<file path="config.mk">
export PLATFORM = sky130hd
export DESIGN_NAME = pipe_hazard_ctrl_flat
export DESIGN_NICKNAME = d
export VERILOG_FILES = /design/src/rtl/pipe_hazard_ctrl_pkg.sv /design/src/rtl/pipe_hazard_ctrl_if.sv /design/src/rtl/pipe_hazard_ctrl_hazard_detect.sv /design/src/rtl/pipe_hazard_ctrl.sv /design/src/flat_wrapper.sv
export SDC_FILE = /design/constraint.sdc
export NUM_CORES = 1
export LEC_CHECK = 0
export CAP_MARGIN = 5
export CORE_AREA = 4 4 41 43
export CTS_CLUSTER_SIZE = 8
export DETAILED_ROUTE_END_ITERATION = 16
export DIE_AREA = 0 0 45 47
export PLACE_DENSITY = 0.69
export SYNTH_ARGS = -nofsm -noshare
export SYNTH_HDL_FRONTEND = slang
export SYNTH_SLANG_ARGS = --single-unit
</file>
<file path="constraint.sdc">
create_clock -name clk -period 1.6 [get_ports clk]
set_input_delay 0.32 -clock clk [delete_from_list [all_inputs] [get_ports clk]]
set_output_delay 0.32 -clock clk [all_outputs]
set_load 0.1 [all_outputs]
</file>
<file path="src/rtl/pipe_hazard_ctrl_pkg.sv">
// Shared definitions for the pipeline hazard controller: NOP encoding,
// controller state encoding and register index type.
package pipe_hazard_ctrl_pkg;

    localparam logic [15:0] NOP_INSTR = 16'h0800;
    localparam int unsigned REG_W     = 3;

    typedef logic [REG_W-1:0] reg_idx_t;

    typedef enum logic [1:0] {
        ST_RUN    = 2'd0,
        ST_DRAIN  = 2'd1,
        ST_HALTED = 2'd2
    } ctrl_state_t;

    // True when an operand is actually read and names the given destination.
    function automatic logic src_hit(input logic uses, input reg_idx_t src, input reg_idx_t dst);
        return uses && (src == dst);
    endfunction

endpackage

</file>
<file path="src/rtl/pipe_hazard_ctrl_if.sv">
// Hazard inputs and pipeline-register controls exchanged between the
// datapath (master) and the hazard controller (slave).
interface pipe_hazard_ctrl_if;
    import pipe_hazard_ctrl_pkg::*;

    reg_idx_t id_rs;
    reg_idx_t id_rt;
    logic     id_uses_rs;
    logic     id_uses_rt;
    logic     id_halt;
    logic     idex_mem_read;
    reg_idx_t idex_rd;
    logic     ex_branch_taken;
    logic     imem_stall;
    logic     dmem_stall;

    logic     pc_we;
    logic     ifid_we;
    logic     ifid_flush;
    logic     idex_bubble;
    logic     idex_we;
    logic     exmem_we;
    logic     memwb_bubble;
    logic     halted;

    modport master (
        output id_rs, id_rt, id_uses_rs, id_uses_rt, id_halt,
               idex_mem_read, idex_rd, ex_branch_taken, imem_stall, dmem_stall,
        input  pc_we, ifid_we, ifid_flush, idex_bubble, idex_we,
               exmem_we, memwb_bubble, halted
    );

    modport slave (
        input  id_rs, id_rt, id_uses_rs, id_uses_rt, id_halt,
               idex_mem_read, idex_rd, ex_branch_taken, imem_stall, dmem_stall,
        output pc_we, ifid_we, ifid_flush, idex_bubble, idex_we,
               exmem_we, memwb_bubble, halted
    );

endinterface

</file>
<file path="src/rtl/pipe_hazard_ctrl_hazard_detect.sv">
// Combinational load-use detector: the ID instruction reads a register
// that the load currently in EX has not yet produced.
module pipe_hazard_ctrl_hazard_detect
    import pipe_hazard_ctrl_pkg::*;
(
    input  reg_idx_t id_rs,
    input  reg_idx_t id_rt,
    input  logic     id_uses_rs,
    input  logic     id_uses_rt,
    input  logic     idex_mem_read,
    input  reg_idx_t idex_rd,
    output logic     load_use
);

    assign load_use = idex_mem_read &&
                      (src_hit(id_uses_rs, id_rs, idex_rd) ||
                       src_hit(id_uses_rt, id_rt, idex_rd));

endmodule

</file>
<file path="src/rtl/pipe_hazard_ctrl.sv">
// Central 5-stage pipeline controller: stalls, flushes and bubbles from
// hazards and memory waits, plus HALT drain into a sticky halted state.
module pipe_hazard_ctrl
    import pipe_hazard_ctrl_pkg::*;
#(
    parameter int unsigned DRAIN_CYCLES = 3,
    parameter int unsigned CNT_W        = 2
) (
    input  logic               clk,
    input  logic               rst,
    pipe_hazard_ctrl_if.slave  bus
);

    localparam logic [CNT_W-1:0] DRAIN_INIT = CNT_W'(DRAIN_CYCLES - 1);

    ctrl_state_t      state;
    logic [CNT_W-1:0] drain_cnt;
    logic             load_use;

    pipe_hazard_ctrl_hazard_detect u_hazard_detect (
        .id_rs         (bus.id_rs),
        .id_rt         (bus.id_rt),
        .id_uses_rs    (bus.id_uses_rs),
        .id_uses_rt    (bus.id_uses_rt),
        .idex_mem_read (bus.idex_mem_read),
        .idex_rd       (bus.idex_rd),
        .load_use      (load_use)
    );

    always_ff @(posedge clk) begin
        if (rst) begin
            state     <= ST_RUN;
            drain_cnt <= '0;
        end else begin
            case (state)
                ST_RUN: begin
                    // HALT only leaves ID when nothing of higher priority holds or squashes it.
                    if (!bus.dmem_stall && !bus.ex_branch_taken && !load_use && bus.id_halt) begin
                        state     <= ST_DRAIN;
                        drain_cnt <= DRAIN_INIT;
                    end
                end
                ST_DRAIN: begin
                    if (!bus.dmem_stall) begin
                        if (drain_cnt == '0) begin
                            state <= ST_HALTED;
                        end else begin
                            drain_cnt <= drain_cnt - 1'b1;
                        end
                    end
                end
                ST_HALTED: ;
                default: state <= ST_RUN;
            endcase
        end
    end

    always_comb begin
        bus.pc_we        = 1'b0;
        bus.ifid_we      = 1'b0;
        bus.ifid_flush   = 1'b0;
        bus.idex_bubble  = 1'b0;
        bus.idex_we      = 1'b0;
        bus.exmem_we     = 1'b0;
        bus.memwb_bubble = 1'b1;
        bus.halted       = 1'b0;

        if (rst) begin
            bus.ifid_flush  = 1'b1;
            bus.idex_bubble = 1'b1;
            bus.idex_we     = 1'b1;
            bus.exmem_we    = 1'b1;
        end else begin
            case (state)
                ST_RUN: begin
                    if (!bus.dmem_stall) begin
                        bus.idex_we      = 1'b1;
                        bus.exmem_we     = 1'b1;
                        bus.memwb_bubble = 1'b0;
                        if (bus.ex_branch_taken) begin
                            bus.pc_we       = 1'b1;
                            bus.ifid_we     = 1'b1;
                            bus.ifid_flush  = 1'b1;
                            bus.idex_bubble = 1'b1;
                        end else if (load_use) begin
                            bus.idex_bubble = 1'b1;
                        end else if (bus.id_halt) begin
                            bus.idex_bubble = 1'b0;
                        end else if (bus.imem_stall) begin
                            bus.ifid_we    = 1'b1;
                            bus.ifid_flush = 1'b1;
                        end else begin
                            bus.pc_we   = 1'b1;
                            bus.ifid_we = 1'b1;
                        end
                    end
                end
                ST_DRAIN: begin
                    if (!bus.dmem_stall) begin
                        bus.idex_bubble  = 1'b1;
                        bus.idex_we      = 1'b1;
                        bus.exmem_we     = 1'b1;
                        bus.memwb_bubble = 1'b0;
                    end
                end
                ST_HALTED: bus.halted = 1'b1;
                default: ;
            endcase
        end
    end

endmodule
</file>
<file path="src/flat_wrapper.sv">
// flat-port wrapper written by rule: the top's interface ports become plain ports
module pipe_hazard_ctrl_flat import pipe_hazard_ctrl_pkg::*;
#(
    parameter int unsigned DRAIN_CYCLES = 3,
    parameter int unsigned CNT_W        = 2
)
  (clk, rst, bus_id_rs, bus_id_rt, bus_id_uses_rs, bus_id_uses_rt, bus_id_halt, bus_idex_mem_read, bus_idex_rd, bus_ex_branch_taken, bus_imem_stall, bus_dmem_stall, bus_pc_we, bus_ifid_we, bus_ifid_flush, bus_idex_bubble, bus_idex_we, bus_exmem_we, bus_memwb_bubble, bus_halted);
  pipe_hazard_ctrl_if bus_i ();
  input  logic clk;
  input  logic rst;
  input wire logic [$bits(bus_i.id_rs)-1:0] bus_id_rs;
  input wire logic [$bits(bus_i.id_rt)-1:0] bus_id_rt;
  input wire logic [$bits(bus_i.id_uses_rs)-1:0] bus_id_uses_rs;
  input wire logic [$bits(bus_i.id_uses_rt)-1:0] bus_id_uses_rt;
  input wire logic [$bits(bus_i.id_halt)-1:0] bus_id_halt;
  input wire logic [$bits(bus_i.idex_mem_read)-1:0] bus_idex_mem_read;
  input wire logic [$bits(bus_i.idex_rd)-1:0] bus_idex_rd;
  input wire logic [$bits(bus_i.ex_branch_taken)-1:0] bus_ex_branch_taken;
  input wire logic [$bits(bus_i.imem_stall)-1:0] bus_imem_stall;
  input wire logic [$bits(bus_i.dmem_stall)-1:0] bus_dmem_stall;
  output wire logic [$bits(bus_i.pc_we)-1:0] bus_pc_we;
  output wire logic [$bits(bus_i.ifid_we)-1:0] bus_ifid_we;
  output wire logic [$bits(bus_i.ifid_flush)-1:0] bus_ifid_flush;
  output wire logic [$bits(bus_i.idex_bubble)-1:0] bus_idex_bubble;
  output wire logic [$bits(bus_i.idex_we)-1:0] bus_idex_we;
  output wire logic [$bits(bus_i.exmem_we)-1:0] bus_exmem_we;
  output wire logic [$bits(bus_i.memwb_bubble)-1:0] bus_memwb_bubble;
  output wire logic [$bits(bus_i.halted)-1:0] bus_halted;
  assign bus_i.id_rs = bus_id_rs;
  assign bus_i.id_rt = bus_id_rt;
  assign bus_i.id_uses_rs = bus_id_uses_rs;
  assign bus_i.id_uses_rt = bus_id_uses_rt;
  assign bus_i.id_halt = bus_id_halt;
  assign bus_i.idex_mem_read = bus_idex_mem_read;
  assign bus_i.idex_rd = bus_idex_rd;
  assign bus_i.ex_branch_taken = bus_ex_branch_taken;
  assign bus_i.imem_stall = bus_imem_stall;
  assign bus_i.dmem_stall = bus_dmem_stall;
  assign bus_pc_we = bus_i.pc_we;
  assign bus_ifid_we = bus_i.ifid_we;
  assign bus_ifid_flush = bus_i.ifid_flush;
  assign bus_idex_bubble = bus_i.idex_bubble;
  assign bus_idex_we = bus_i.idex_we;
  assign bus_exmem_we = bus_i.exmem_we;
  assign bus_memwb_bubble = bus_i.memwb_bubble;
  assign bus_halted = bus_i.halted;
  pipe_hazard_ctrl #(.DRAIN_CYCLES(DRAIN_CYCLES), .CNT_W(CNT_W)) u_core (.clk(clk), .rst(rst), .bus(bus_i));
endmodule
</file>
==> out/metrics.yaml, run 1 <==
worstPathCellList: "or2_4 > buf_4 > buf_6 > buf_6 > or2b_1 > o41a_4 > buf_12"
antenna_found_initial: 0
area_growth_pct: 125
cts-root-buf: "clkbuf_4"
worst_slew_pin_slew_ns: 0.296
slew_violations: 0
post-route-period-util: 1.25
final_common_cell: "buf_4"
endpoint_kind: "primary output"
fmax_mhz: 499
synth_cells: 52
cts.path.max_buffers: 2
outcome: "finished, violations left"
critPathKind: "reg2out"
power_density_nw_per_um2: 594
slowest_delay_ns: 0.31
clock_latency_ns: 0.24
fp.coreArea_um2: 1300
drive_gt1_frac: 0.568
port_buffers: 25
drt_pass1_iterations: 4
wl_um: 1550
routedWlPerCell_um: 14.1
antenna_left: 0
drtIter0Drc: 12
nets: 116
synth.distinct_cells: 32
irDropWorstVdd_v: 0.000390
place_hpwl_um: 1040
grt_max_degree: 8
dieArea_um2: 2120
ys_warn_count: 0
row_count: 13
die_x_um: 45
fin_setup_tns_ns: -2.28
synth_area_um2: 437
rsz0062_at_grt: "true"
cpMaxStageDelayCell: "dfxtp_2"
final_cell_mix: "buf_4, buf_6, buf_12"
gp_congestion: 0.741
clk_pin_slew_ns: 0.04
vias: 589
antenna_cells: 0
clock_sinks: 4
cts_tree: "yes"
relSlewSlack: 0.800
violations: "negative setup slack"
drv_cap: 0
synth_seq_cells: 4
hold_violations: 0
track_usage: 0.173
grt_overflow: 0
pin_count: 26
syn_nets: 71
grt_pass1_wl_um: 2520
avgSynthCellArea_um2: 8.40
cts_hold_buf: 0
die_h_um: 47
fin_ws_ns: -0.403
hold_path_class: "in2reg"
grt_pass1_vias: 597
worstPathRequired_ns: 1.28
crit_path_frequent_cell: "buf_6"
arrival_ns: 1.68
cts_htree_levels: 1
via_per_inst: 5.35
crit_fanout: 3
start_util: 0.336
cp-start-kind: "flip-flop"
power.static_leakage_nw: 0.432
yosysSeqAreaShare: 0.183
setup_viol: 6
finClkSkew_ns: 0.00269
cts_buffers: 3
drc: 0
utilization: 0.754
period_needed_ns: 2.00
## through the flow
step / power (mW) / std cells / setup slack, ns / cell area, um^2 / hold WS [ns]
2_1_floorplan: 0.285 / 52 / -0.810 / 468 / 0.491
3_5_place_dp: 0.424 / 100 / -0.743 / 877 / 0.527
3_3_place_gp: 0.421 / 100 / -0.717 / 877 / 0.513
4_1_cts: 0.578 / 110 / -0.499 / 968 / 0.454
6_report: 0.582 / 110 / -0.403 / 981 / 0.477
5_1_grt: 0.611 / 110 / -0.464 / 981 / 0.480
## critical path: cells and delay by family, from the launching register on
kind / cells / cell delay (ns)
flops: 1 / 0.31
compound gates: 1 / 0.18
simple gates: 2 / 0.43
buf+inv: 4 / 0.52
## cells in the mapped netlist
cell type | number | share of area
o41a_1 | 1 | 0.026
o31ai_2 | 1 | 0.029
a211o_2 | 1 | 0.023
buf_6 | 1 | 0.026
and3b_1 | 1 | 0.020
nor3_1 | 2 | 0.023
or3_4 | 1 | 0.026
o21ai_0 | 1 | 0.011
nand3b_1 | 2 | 0.034
or3_2 | 1 | 0.017
or2b_1 | 1 | 0.017
a21oi_1 | 4 | 0.046
nor3b_1 | 1 | 0.017
ha_1 | 1 | 0.029
nand2_1 | 1 | 0.0086
and4_4 | 1 | 0.026
o21a_1 | 2 | 0.034
o41ai_2 | 1 | 0.037
buf_4 | 1 | 0.017
xnor2_1 | 6 | 0.12
or3b_1 | 1 | 0.020
o22ai_1 | 1 | 0.014
o311ai_0 | 2 | 0.040
a22oi_1 | 1 | 0.017
and4_1 | 1 | 0.020
dfxtp_1 | 4 | 0.18
nor4b_1 | 1 | 0.020
clkbuf_1 | 1 | 0.0086
nor2_1 | 3 | 0.026
inv_1 | 4 | 0.034
or2_1 | 1 | 0.014
nand2b_1 | 1 | 0.014
## final timing paths
path | cells past startpoint | endpoint | from | slack, ns
worst max-delay path | 7 | bus_idex_bubble | u_core.state[1] | -0.40
worst min-delay path | 4 | u_core.state[1] | rst | 0.48
worst max register to register | 8 | u_core.drain_cnt[1] | u_core.state[1] | 0.12
worst min register to register | 2 | u_core.drain_cnt[0] | u_core.drain_cnt[0] | 0.53
## report_power, final
group | total, mW | switching, mW | internal [mW]
combinational | 0.343 | 0.185 | 0.159
sequential | 0.106 | 0.00202 | 0.104
clock | 0.132 | 0.0481 | 0.0844
## repair_timing
item,CTS,global route
endpoints found under the setup margin,9,7
gates cloned,0,0
pin swaps,16,5
buffers inserted,7,0
gates resized for setup,57,4
hold endpoints to repair,0,0
## layout make-up
class / count / area, um^2
timing repair buffer: 43 / 457
tap: 15 / 18.8
sequential: 4 / 81.3
fill: 98 / 320
inverter: 4 / 15.0
clock buffer: 3 / 22.5
multi-input combinational: 41 / 387
## registers in the layout (all words and copies together) (netlist names)
signal / count
u_core.state: 2
u_core.drain_cnt: 2
## routing by layer
metal | up-vias | global-route usage | wire length (um)
met5 | - | 0 | 0
met2 | 33 | 0.316 | 830
met4 | 0 | 0.0877 | 44
met1 | 268 | 0.181 | 537
met3 | 7 | 0.0460 | 134
li1 | 281 | - | -
## cells by family (layout without fill, tap and decap cells)
kind of cell / after synthesis / after routing / synth area share
AO/OA/AOI/OAI: 15 / 15 / 0.278
XOR/XNOR: 6 / 6 / 0.120
adder cells (fa/ha/maj): 1 / 1 / 0.0286
buffers and inverters: 7 / 50 / 0.0859
flip-flops: 4 / 4 / 0.183
AND/OR/NAND/NOR: 19 / 19 / 0.304
Power figures use the tool's default switching activity.
==> run 2: changes to the inputs <==
RECOVER_POWER = 50   (was unset)
clock period = 2.4 ns   (was 1.6 ns; I/O delays follow)
==> out/metrics.yaml, run 2 (synthesized netlist as in run 1, its figures left out) <==
outcome: "completed"
post-route-period-util: 0.973
cp-start-kind: "input port"
cpMaxStageDelayCell: "o41ai_4"
die_x_um: 45
finClkSkew_ns: 0.00331
endpoint_kind: "primary output"
worst_slew_pin_slew_ns: 0.541
clock_latency_ns: 0.24
grt_pass1_wl_um: 2060
grt_pass1_vias: 514
drc: 0
cts_tree: "yes"
relSlewSlack: 0.641
final_cell_mix: "dlygate4sd2_1, buf_12, xnor2_1, buf_4, clkdlybuf4s50_1"
clk_pin_slew_ns: 0.04
critPathCapture: "bus_pc_we"
reg2reg_from: "u_core.state[0]"
r2r_cells: 3
total_power_uw: 358
power.static_leakage_nw: 0.354
slowest_delay_ns: 0.34
nets: 105
cp_num_buf_inv: 2
irDropWorstVdd_v: 0.000241
clock_sinks: 4
port_buffers: 25
routedWlPerCell_um: 12.3
die_h_um: 47
arrival_ns: 1.86
via_per_inst: 5.31
cts.path.max_buffers: 2
cts-root-buf: "clkbuf_4"
track_usage: 0.134
cts_htree_levels: 1
antenna_cells: 0
gp_congestion: 0.706
utilization: 0.661
hold_path_class: "reg2reg"
crit_start: "bus_idex_rd[2]"
fin_ws_ns: 0.0649
area_growth_pct: 96.8
place_hpwl_um: 1040
drtIter0Drc: 3
start_util: 0.336
setup_viol: 0
worstPathCellList: "dlygate4sd2_1 > xnor2_1 > and4_1 > o21a_4 > o41ai_4 > buf_12"
rsz0062_at_grt: "false"
dp_slack_ns: -0.285
pin_count: 26
power_density_nw_per_um2: 417
drt_pass1_iterations: 4
antenna_left: 0
final_common_cell: "dlygate4sd2_1"
r2r_slack_ns: 0.99
top_regs: "u_core.drain_cnt: 2 flops, u_core.state: 2 flops"
grt_overflow: 0
dieArea_um2: 2120
hold_violations: 0
drv_cap: 0
wl_um: 1220
grt_max_degree: 11
r2r-end: "u_core.drain_cnt[1]"
period_needed_ns: 2.34
drive_gt1_frac: 0.333
worstPathRequired_ns: 1.92
fp.coreArea_um2: 1300
cp.depth: 6
critPathKind: "in2out"
fin_hold_ws_ns: 0.526
vias: 526
crit_fanout: 5
slew_violations: 0
crit_family: "compound AO/OA/AOI/OAI gates"
row_count: 13
fin_setup_tns_ns: 0
antenna_found_initial: 0
cts_buffers: 3
fmax_mhz: 428
==> run 2: worst min path at each step <==
stage                              from                   to  slack [ns]  cells after the start
CTS                 u_core.drain_cnt[0]  u_core.drain_cnt[0]        0.52                      2
detailed placement  u_core.drain_cnt[0]  u_core.drain_cnt[0]        0.52                      2
global placement    u_core.drain_cnt[0]  u_core.drain_cnt[0]        0.52                      2
floorplan           u_core.drain_cnt[0]  u_core.drain_cnt[0]        0.50                      2
finish              u_core.drain_cnt[0]  u_core.drain_cnt[0]        0.53                      2
global route        u_core.drain_cnt[0]  u_core.drain_cnt[0]        0.58                      2
==> run 2: per-stage QoR <==
stage | std cells | area, um^2
floorplan | 52 | 464
global placement | 96 | 843
detailed placement | 96 | 843
CTS | 99 | 873
global route | 99 | 860
finish | 99 | 860
==> run 2: report_power, final <==
group	internal, mW	switching [mW]	total [mW]	leakage (nW)
sequential	0.0695	0.00293	0.0725	0.0325
combinational	0.0882	0.113	0.201	0.308
clock	0.0560	0.0286	0.0846	0.0138
total	0.214	0.144	0.358	0.354
==> run 2: repair_timing <==
item                       in CTS  in global routing
pin swaps                       8                  3
gates resized for setup        16                  1
buffers inserted                0                  0
hold buffers                    0                  0
setup endpoints to repair       4                  1
==> run 2: area by class of cell <==
class                      instances  area (um^2)
fill                             114          442
timing repair buffer              32          360
tap                               15         18.8
clock buffer                       3         22.5
inverter                           4         15.0
multi-input combinational         41          363
sequential                         4         80.1
==> run 2: worst reg2reg max path, cell delays in order (launching register included) <==
cell and delay [ns]:
dfxtp_1 0.38, or3b_1 0.44, o311ai_0 0.33, and3b_1 0.21
==> run 2: per-layer routing <==
metal  up-vias  routed length (um)  global-route usage
li1        260                   -                   -
met1       246                 453               0.132
met2        20                 671               0.263
met3         0                  91              0.0498
met4         0                   0              0.0351
met5         -                   0                   0
==> run 3: changes to the inputs <==
HOLD_SLACK_MARGIN = 0.05   (was unset)
SLEW_MARGIN = 20   (was unset)
==> results of run 3 <==
No change in the layout: final DEF, timing and power equal those of run 2.
